$ cat src/rtl/next_pc_unit.sv
// rtl/next_pc_unit.sv - RV32I next-PC generator with branch evaluation, trap and stall-buffered redirect
//
// Purpose:
//   Holds the program counter and picks the next fetch address each cycle.
//   Jump targets are chosen in priority order: JALR, then JAL, then a taken
//   conditional branch, then the sequential PC+4.
//   A non-sequential target that is not word aligned is not followed. The PC
//   goes to TRAP_VECTOR and the sticky misaligned flag is set.
//   A redirect requested while the pipeline is stalled is held in a
//   one-entry buffer. It is applied on the first cycle without a stall.
//
// Ports:
//   clock        in   rising-edge clock
//   reset_n      in   asynchronous active-low reset
//   stall        in   hold the PC this cycle
//   branch       in   conditional branch instruction
//   jump         in   JAL
//   jalr         in   JALR
//   funct3       in   branch condition code
//   zero/lt/ltu  in   ALU flags (equal, signed less, unsigned less)
//   imm          in   sign-extended, pre-shifted offset
//   jalr_base    in   rs1 value for JALR
//   pc           out  current PC (registered)
//   pc_plus4     out  pc + 4 (combinational)
//   redirect     out  one-cycle pulse when pc first shows a non-sequential value
//   misaligned   out  sticky misaligned-target trap flag
//   taken_count  out  saturating count of applied redirects (traps included)

module next_pc_unit #(
  parameter int unsigned       XLEN         = 32,
  parameter logic [XLEN-1:0]   RESET_VECTOR = XLEN'(32'h0000_0000),
  parameter logic [XLEN-1:0]   TRAP_VECTOR  = XLEN'(32'h0000_0100),
  parameter int unsigned       CNT_W        = 16
) (
  input  logic              clock,
  input  logic              reset_n,
  input  logic              stall,
  input  logic              branch,
  input  logic              jump,
  input  logic              jalr,
  input  logic [2:0]        funct3,
  input  logic              zero,
  input  logic              lt,
  input  logic              ltu,
  input  logic [XLEN-1:0]   imm,
  input  logic [XLEN-1:0]   jalr_base,
  output logic [XLEN-1:0]   pc,
  output logic [XLEN-1:0]   pc_plus4,
  output logic              redirect,
  output logic              misaligned,
  output logic [CNT_W-1:0]  taken_count
);

  typedef enum logic {
    S_IDLE    = 1'b0,
    S_PENDING = 1'b1
  } state_t;

  state_t           r_state;
  logic [XLEN-1:0]  r_pc;
  logic             r_redirect;
  logic             r_misaligned;
  logic [CNT_W-1:0] r_taken_count;
  logic [XLEN-1:0]  r_pend_target;
  logic             r_pend_trap;

  logic             w_cond;
  logic             w_req;
  logic             w_trap;
  logic [XLEN-1:0]  w_seq;
  logic [XLEN-1:0]  w_jalr_sum;
  logic [XLEN-1:0]  w_jalr_target;
  logic [XLEN-1:0]  w_rel_target;
  logic [XLEN-1:0]  w_target;
  logic [CNT_W-1:0] w_count_inc;

  // Branch condition decode. The reserved codes 010/011 never take.
  always_comb begin
    w_cond = 1'b0;
    unique case (funct3)
      3'b000:  w_cond = zero;
      3'b001:  w_cond = ~zero;
      3'b100:  w_cond = lt;
      3'b101:  w_cond = ~lt;
      3'b110:  w_cond = ltu;
      3'b111:  w_cond = ~ltu;
      default: w_cond = 1'b0;
    endcase
  end

  // All sums are modulo 2^XLEN. A carry out of the top bit is dropped on purpose.
  assign w_seq         = r_pc + XLEN'(4);
  assign w_jalr_sum    = jalr_base + imm;
  assign w_jalr_target = {w_jalr_sum[XLEN-1:1], 1'b0};
  assign w_rel_target  = r_pc + imm;

  // JAL and a taken branch share the PC-relative adder. JALR outranks both.
  assign w_req    = jalr | jump | (branch & w_cond);
  assign w_target = jalr ? w_jalr_target : w_rel_target;

  // Clearing bit 0 of a JALR target cannot fix bit 1. A word-misaligned
  // JALR therefore still traps.
  assign w_trap   = w_req & (w_target[1:0] != 2'b00);

  // The counter holds at all-ones rather than wrapping.
  assign w_count_inc = (r_taken_count == {CNT_W{1'b1}}) ? r_taken_count
                                                        : r_taken_count + CNT_W'(1);

  always_ff @(posedge clock or negedge reset_n) begin
    if (!reset_n) begin
      r_state       <= S_IDLE;
      r_pc          <= RESET_VECTOR;
      r_redirect    <= 1'b0;
      r_misaligned  <= 1'b0;
      r_taken_count <= '0;
      r_pend_target <= '0;
      r_pend_trap   <= 1'b0;
    end else begin
      // Cycles that apply a redirect re-assert this below. All other cycles,
      // including stalls, leave it low.
      r_redirect <= 1'b0;

      unique case (r_state)
        S_IDLE: begin
          if (!stall) begin
            if (w_req) begin
              r_pc          <= w_trap ? TRAP_VECTOR : w_target;
              r_redirect    <= 1'b1;
              r_taken_count <= w_count_inc;
              if (w_trap) begin
                r_misaligned <= 1'b1;
              end
            end else begin
              r_pc <= w_seq;
            end
          end else if (w_req) begin
            // Keep the resolved target and its trap verdict. The PC adder
            // inputs may have changed by the time the stall lifts.
            r_pend_target <= w_target;
            r_pend_trap   <= w_trap;
            r_state       <= S_PENDING;
          end
        end

        S_PENDING: begin
          // The buffered redirect is applied once. Requests that arrive while
          // it waits, and the inputs on the release cycle, are dropped.
          if (!stall) begin
            r_pc          <= r_pend_trap ? TRAP_VECTOR : r_pend_target;
            r_redirect    <= 1'b1;
            r_taken_count <= w_count_inc;
            if (r_pend_trap) begin
              r_misaligned <= 1'b1;
            end
            r_pend_trap   <= 1'b0;
            r_state       <= S_IDLE;
          end
        end

        default: begin
          r_state <= S_IDLE;
        end
      endcase
    end
  end

  assign pc          = r_pc;
  assign pc_plus4    = w_seq;
  assign redirect    = r_redirect;
  assign misaligned  = r_misaligned;
  assign taken_count = r_taken_count;

endmodule
$ cat config.mk
export PLATFORM = sky130hd
export DESIGN_NAME = next_pc_unit
export DESIGN_NICKNAME = d
export VERILOG_FILES = /design/src/rtl/next_pc_unit.sv
export SDC_FILE = /design/constraint.sdc
export NUM_CORES = 1
export LEC_CHECK = 0
export CAP_MARGIN = 20
export CORE_MARGIN = 5
export CORE_UTILIZATION = 50
export CTS_CLUSTER_SIZE = 8
export DETAILED_ROUTE_END_ITERATION = 12
export HOLD_SLACK_MARGIN = 0.05
export PLACE_DENSITY = 0.73
export SKIP_LAST_GASP = 1
export SLEW_MARGIN = 20
export SYNTH_ARGS = -nofsm -noshare
export SYNTH_HDL_FRONTEND = slang
export SYNTH_SLANG_ARGS = --single-unit
$ cat constraint.sdc
create_clock -name clock -period 3.67 [get_ports clock]
set_input_delay 0.734 -clock clock [delete_from_list [all_inputs] [get_ports clock]]
set_output_delay 0.734 -clock clock [all_outputs]
set_load 0.05 [all_outputs]
* After elaboration in Yosys (flattened, before gate mapping) *
Cells that the tools add are included.

cells by class
  eq/ne operators = 12
  add/sub/neg operators = 4
  bitwise gates (word level) = 8
  reduce and logical (&&, ||, !) cells = 7
  multiplexer cells = 30

operator list
  cell                                                              count
  32-bit 2-to-1 mux                                                 6
  32-bit adder                                                      2
  16-bit 2-to-1 mux                                                 4
  32-bit case mux with 2 select lines                               1
  32-bit by 3-bit adder with 32-bit output (second input constant)  1
  16-bit case mux with 2 select lines                               1
  16-bit by 1-bit adder with 16-bit output (second input constant)  1
  16-bit == test (second input constant)                            1
  1-bit 2-to-1 mux                                                  13
  3-bit == test (second input constant)                             4
  2-bit != test (second input constant)                             5
  3-bit AND reduction                                               3
  1-bit case mux with 2 select lines                                4
  1-bit case mux with 6 select lines                                1
  5-bit AND reduction                                               1
  1-bit NOT                                                         4
  3-bit by 1-bit == test with 1-bit output (second input constant)  1
  3-bit zero test                                                   1
  1-bit bitwise AND                                                 2
  2-bit by 1-bit != test with 1-bit output (second input constant)  1
  1-bit bitwise OR                                                  2
  2-bit AND reduction                                               1
  2-bit nonzero test                                                1

word-level totals
  bits of input ports = 76
  register bits after elaboration = 84

* Depth between registers and ports, before layout *
Gate-level depths: netlist (run 1).

  word-level depth = 9
  mapped depth = 12
  gate-level depth less buffers = 12

* Least setup slack after synthesis (run 1) *
Ideal clock, no wire load.

  path kind = flip-flop to output port
  from = reg r_pc[8], in the netlist pc[8]
  to = out pc_plus4[27]
  slack = 0.229 ns
  stages on the path, launching flop included = 7
  buffers on the path = 0
  data required time = 2.936 ns
  arrival = 2.707 ns
  cells stage by stage = dfrtp_1 > nand3_1 > or3_1 > nor3_2 > and2_1 > nand4_1 > xnor2_1

on the way
  cells in the longest elaborated chain, start to end = 1

RTL lines
  item                                      line  source
  start, declared                           60    logic [XLEN-1:0] r_pc;
  start signal, assigned                    127   r_pc <= w_trap ? TRAP_VECTOR : w_target;
  start signal, assigned                    134   r_pc <= w_seq;
  start signal, assigned                    149   r_pc <= r_pend_trap ? TRAP_VECTOR : r_pend_target;
  32-bit by 3-bit adder with 32-bit output  92    assign w_seq = r_pc + XLEN'(4);
  end, declared                             48    output logic [XLEN-1:0] pc_plus4,

No other way between the ends.

* Final worst setup path (run 1) *
  from = reg r_pc[2], in the netlist pc[2]
  to = out pc_plus4[14]

The elaborated chain is that of the path after synthesis.

==> summary.txt, run 1 <==
Status = complete, no violations
Post-synth top area cell = dfrtp_1
Register area share after synthesis = 0.257
Clock slew at reported path FFs = 60 ps
First-pass GRT wire length = 42.3 mm
Detailed placer's ending HPWL = 21.4 mm
Num CTS Buffers = 9
Crit Path Class = flop to output port
Initial core utilization = 0.512
Post-CTS sizing = 0
Total power = 5.71 mW
Fill cell total of the finished layout = 1416
Post-Syn Area per Cell = 7.98 um^2
Syn Inst Count = 1026
Initial DRC Count = 856
Die ar. = 0.0190 mm^2
Finished Layout Cells = 1458
Worst slew margin = 0.481
Post-synth EDFFs = 0
Most frequent cells in the layout = clkdlybuf4s50_1 (138), nand2_1 (136), buf_4 (101)
Endpoints failing hold = 0
CTS tree = done
Critical path required time = 2940 ps
Largest net degree at the start of global routing = 85
Synth Register Bits = 84
Port Buf Inserts = 157
Share of Yosys cell area claimed by the top area cell type = 0.257
Finish-stage setup viols = 0
Synth Cell Area = 0.00819 mm^2
Die Wd = 138 um
Row cnt = 46
Setup bufs post-CTS = 0
Via/cell ratio = 6.06
Final period utilization = 0.966
DR DRC count = 0
# placed instances = 1442
Fin util = 0.677
Min-delay worst type = input pin to asynchronous set/reset pin
Gr usage total = 0.284
Initial antenna violation count = 0
Cts hold-fix bufs = 0
DRT Pass-1 Iters = 6
Final setup margin = 125 ps
Critical Path End Type = output port
Synthesized Nets = 1167
Longest Clk Path Bufs = 2
Via count = 8831
Fmax = 0.282 GHz
Overflow after GRT = 0
Startpoint types = flop
Area contributors post-synth = dfrtp_1 (26%), ha_1 (9.6%), nand2_1 (6.2%), a21oi_1 (6.0%), xnor2_1 (6.0%)
Num ports = 158
Area growth syn-to-layout = 32.4%
Lkg Pwr = 4.80 nW
Routability cong. = 0.946
Clock Sinks = 84
DP Area = 0.0105 mm^2
Count of cell types in the netlist = 79
Synth Flop Type = dfrtp_1
Layout Nets = 1378
Dpl ws = -195 ps
RSZ-0062 raised after global routing = false
Setup TNS = 0 ps
Core area = 0.0160 mm^2
Yosys warns = 0
Final hold slack = 409 ps
Final min period = 3550 ps
Clk_lat worst skew = 350 ps
PD cells = 527 mW/mm^2
Peak supply drop = 348 uV
Layout cell share with drive strength beyond 1 = 0.125
Most common cell after layout, fill and taps aside = clkdlybuf4s50_1
Total of max-cap violations = 0
Root Driver = clkbuf_16
Total wire length = 27.0 mm
Avg WL per Cell = 18.5 um
Tightest Pin Transition = 778 ps
Setup Skew = 9.39 ps
Design area = 0.0108 mm^2
Vias in the first global route = 8154
Asr flop ratio synth = 1.00
Max-slew violations = 0
Critical-path maximum fanout = 6
Diode count = 0
WP data arrival = 2810 ps
Die Y = 138 um
Clock H-tree levels = 3
ANT nets after route = 0
## kinds of logic (layout without fill, tap and decap cells)
kind of cell | Yosys count | in the layout | synth area share
AOI/OAI and AO/OA | 332 | 332 | 0.277
xor gates and xnor gates | 86 | 86 | 0.0920
adders and majority gates | 65 | 65 | 0.101
buffers and inverters | 71 | 287 | 0.0344
DFF | 84 | 84 | 0.257
muxes | 18 | 18 | 0.0226
and+or+nand+nor | 370 | 370 | 0.216
## cells in the mapped netlist, types with 8 or more instances
cell type    n
a21o_1      33
a21oi_1     98
a221o_1      8
a221oi_1    18
a2bb2oi_1    9
a31oi_1     10
and3_1      13
clkbuf_1    34
dfrtp_1     84
ha_1        63
inv_1       25
mux2i_1     14
nand2_1    136
nand2b_1    11
nand3_1     40
nand4_1     10
nor2_1      79
nor2b_1     13
nor3_1      20
o211ai_1     9
o21a_1      12
o21ai_0     54
o21ai_1     12
xnor2_1     56
xor2_1      30
## area by class of cell
type | count | area [um^2] | area share
inverters | 26 | 97.6 | 0.00900
clock buffers | 9 | 225 | 0.0208
repair buffers | 245 | 2220 | 0.205
flip-flops and latches | 84 | 2100 | 0.194
well taps | 216 | 270 | 0.0249
multi-input cells | 871 | 5820 | 0.537
clock inverters | 7 | 97.6 | 0.00900
## state kept, by name (all words and copies together) (netlist names)
name	flops
redirect	1
r_pend_target	32
pc	32
r_state	1
r_pend_trap	1
taken_count	16
misaligned	1
## path summary, 6_finish.rpt
path                                endpoint  depth (start not counted)               from  slack, ps
max                             pc_plus4[14]                          6              pc[2]        120
min                                    pc[1]                          1            reset_n        410
max reg2reg                           pc[30]                         10              pc[9]        580
min reg2reg                r_pend_target[31]                          2  r_pend_target[31]        470
max in group asynchronous  r_pend_target[16]                          1            reset_n       2700
min in group clock         r_pend_target[31]                          2  r_pend_target[31]        470
## critical path, stage by stage (launching register included)
cell,delay [ps]
dfrtp_1,480
ha_1,290
nand4_1,190
nor2_2,230
nand2_1,100
xnor2_1,270
clkdlybuf4s50_1,880
## metal layers
metal / up-vias / wire (um) / GRT usage
met4: 0 / 539 / 0.0681
li1: 4196 / - / -
met3: 49 / 2490 / 0.0454
met2: 410 / 11900 / 0.447
met5: - / 0 / 0
met1: 4176 / 12100 / 0.408
## power breakdown
group	internal [mW]	switching, mW	leakage (nW)
Sequential	1.15	0.275	1.03
Clock	0.599	0.394	0.152
Combinational	1.30	2.00	3.61
(Power assumes the default switching activity.)
==> inputs of run 2 (changes only) <==
Settings changed: CTS_CLUSTER_DIAMETER set to 100, RECOVER_POWER set to 25.
==> run 2 against run 1 <==
Compared with the run above: the flow now finishes with violations (capacitance limit, slew limit); fmax rose by 0.12%; setup slack improved by 4.3 ps; utilization barely moved; wire length barely moved; global-route usage did not move; sequential power barely moved; largest power group unchanged.
==> summary.txt, run 2 (synthesis gave the netlist of run 1 again) <==
Status = finished with violations
Failing checks = capacitance limit, slew limit
Clk_lat worst skew = 350 ps (about the same)
PD cells = 527 mW/mm^2 (about the same)
Vias in the first global route = 8154 (unchanged)
Fill cell total of the finished layout = 1418 (+0.14%)
Crit path depth = 6 (unchanged)
Max-slew violations = 85 (+85)
Worst slew margin = -0.397 (-0.878)
Via/cell ratio = 6.04 (-0.23%)
Overflow after GRT = 0 (unchanged)
Most frequent cells in the layout = clkdlybuf4s50_1 (138), nand2_1 (136), buf_4 (101)
R2R cell count = 10 (unchanged)
Clock slew at reported path FFs = 60 ps (about the same)
Port Buf Inserts = 157 (unchanged)
Layout Nets = 1378 (unchanged)
Initial DRC Count = 856 (unchanged)
Setup bufs post-CTS = 0 (unchanged)
Multi-input gate area = 0.00582 mm^2 (unchanged)
Die ar. = 0.0190 mm^2 (unchanged)
Layout cell share with drive strength beyond 1 = 0.125 (unchanged)
Total power = 5.71 mW (about the same)
Largest net degree at the start of global routing = 85 (unchanged)
DRT Pass-1 Iters = 5 (-1)
Routability cong. = 0.946 (unchanged)
Design area = 0.0108 mm^2 (about the same)
Die Y = 138 um (unchanged)
Initial antenna violation count = 0 (unchanged)
Crit Path Class = flop to output port
Min-delay worst type = flop to flop
Final period utilization = 0.965 (-0.00118)
Cts hold-fix bufs = 0 (unchanged)
Row cnt = 46 (unchanged)
Slowest-stage cell, CP = clkdlybuf4s50_1
Core area = 0.0160 mm^2 (unchanged)
Root Driver = clkbuf_16
Final setup margin = 129 ps (+4.32 ps)
Longest Clk Path Bufs = 2 (unchanged)
Total wire length = 27.0 mm (about the same)
Total of max-cap violations = 1 (+1)
Fmax = 0.282 GHz (+0.12%)
Detailed placer's ending HPWL = 21.4 mm (unchanged)
Critical path required time = 2940 ps (about the same)
Crit-path cells = ha_1 > nand4_1 > nor2_2 > nand2_1 > xnor2_1 > clkdlybuf4s50_1
Most common cell after layout, fill and taps aside = clkdlybuf4s50_1
Area growth syn-to-layout = 32.3% (about the same)
Peak supply drop = 348 uV (about the same)
First-pass GRT wire length = 42.3 mm (unchanged)
Die Wd = 138 um (unchanged)
Lkg Pwr = 4.80 nW (about the same)
Final min period = 3540 ps (-4.32 ps)
Gr usage total = 0.284 (unchanged)
CTS tree = done
Diode count = 0 (unchanged)
Tightest Pin Transition = 2100 ps (+1320 ps)
Sequential Area = 0.00210 mm^2 (unchanged)
DR DRC count = 0 (unchanged)
ANT nets after route = 0 (unchanged)
WP data arrival = 2810 ps (about the same)
Avg WL per Cell = 18.5 um (about the same)
Worst Hold Depth = 2
Clock Sinks = 84 (unchanged)
DP Area = 0.0105 mm^2 (unchanged)
Critical-path maximum fanout = 6 (unchanged)
Startpoint types = flop
RSZ-0062 raised after global routing = false
Buf+Inv Stages, Crit Path = 1 (unchanged)
Setup Skew = 9.48 ps (+0.0885 ps)
Crit path largest cell delay = 880 ps (about the same)
Crit-path leading delay family = buffers and inverters
Finish-stage setup viols = 0 (unchanged)
Dpl ws = -195 ps (unchanged)
Critical Path End Type = output port
Endpoints failing hold = 0 (unchanged)
Via count = 8811 (-0.23%)
Clock H-tree levels = 3 (unchanged)
Num ports = 158 (unchanged)
Post-CTS sizing = 0 (unchanged)
Initial core utilization = 0.512 (unchanged)
Num CTS Buffers = 9 (unchanged)
Final hold slack = 472 ps (+62.7 ps)
[run 2: cell types whose count changed in the layout (fill, tap and decap cells not counted), sizes merged]
| cell | previous run | this run |
|---|---|---|
| buf | 107 | 106 |
| clkbuf | 9 | 10 |
[run 2: cell type report]
type	count	share of cell area
clock buffers	9	0.0208
inverters	26	0.00901
multi-input cells	871	0.538
repair buffers	245	0.204
well taps	216	0.0250
clock inverters	7	0.00901
flip-flops and latches	84	0.194
[run 2: through the flow]
step | cells | utilization | TNS (ps)
3_3_place_gp | 1442 | 0.656 | -541
2_1_floorplan | 1026 | - | 0
3_5_place_dp | 1442 | 0.656 | -1040
4_1_cts | 1458 | 0.676 | 0
6_report | 1458 | 0.677 | 0
5_1_grt | 1458 | 0.677 | 0
[run 2: per-layer routing]
layer | vias to the layer above | global-route usage | share of wire
met3 | 49 | 0.0454 | 0.095
met2 | 414 | 0.447 | 0.44
met4 | 0 | 0.0681 | 0.020
met5 | - | 0 | 0
met1 | 4152 | 0.408 | 0.44
li1 | 4196 | - | -
[run 2: final timing paths]
| check | start | end | slack, ps |
|---|---|---|---|
| setup / recovery | pc[3] | pc_plus4[14] | 130 |
| hold / removal | r_pend_target[31] | r_pend_target[31] | 470 |
| setup reg to reg | pc[9] | pc[30] | 580 |
| hold reg to reg | r_pend_target[31] | r_pend_target[31] | 470 |
| max in group asynchronous | reset_n | r_pend_target[16] | 1450 |
| min in group asynchronous | reset_n | pc[1] | 960 |
[run 2: worst min-delay path: stages (launching register included)]
cell	delay [ps]
dfrtp_1	340
nand2_1	50
nand2_1	50
[run 2: where the power goes]
part	switching, mW	internal, mW
Combinational	2.00	1.30
Clock	0.394	0.599
Sequential	0.275	1.15
Total	2.67	3.04
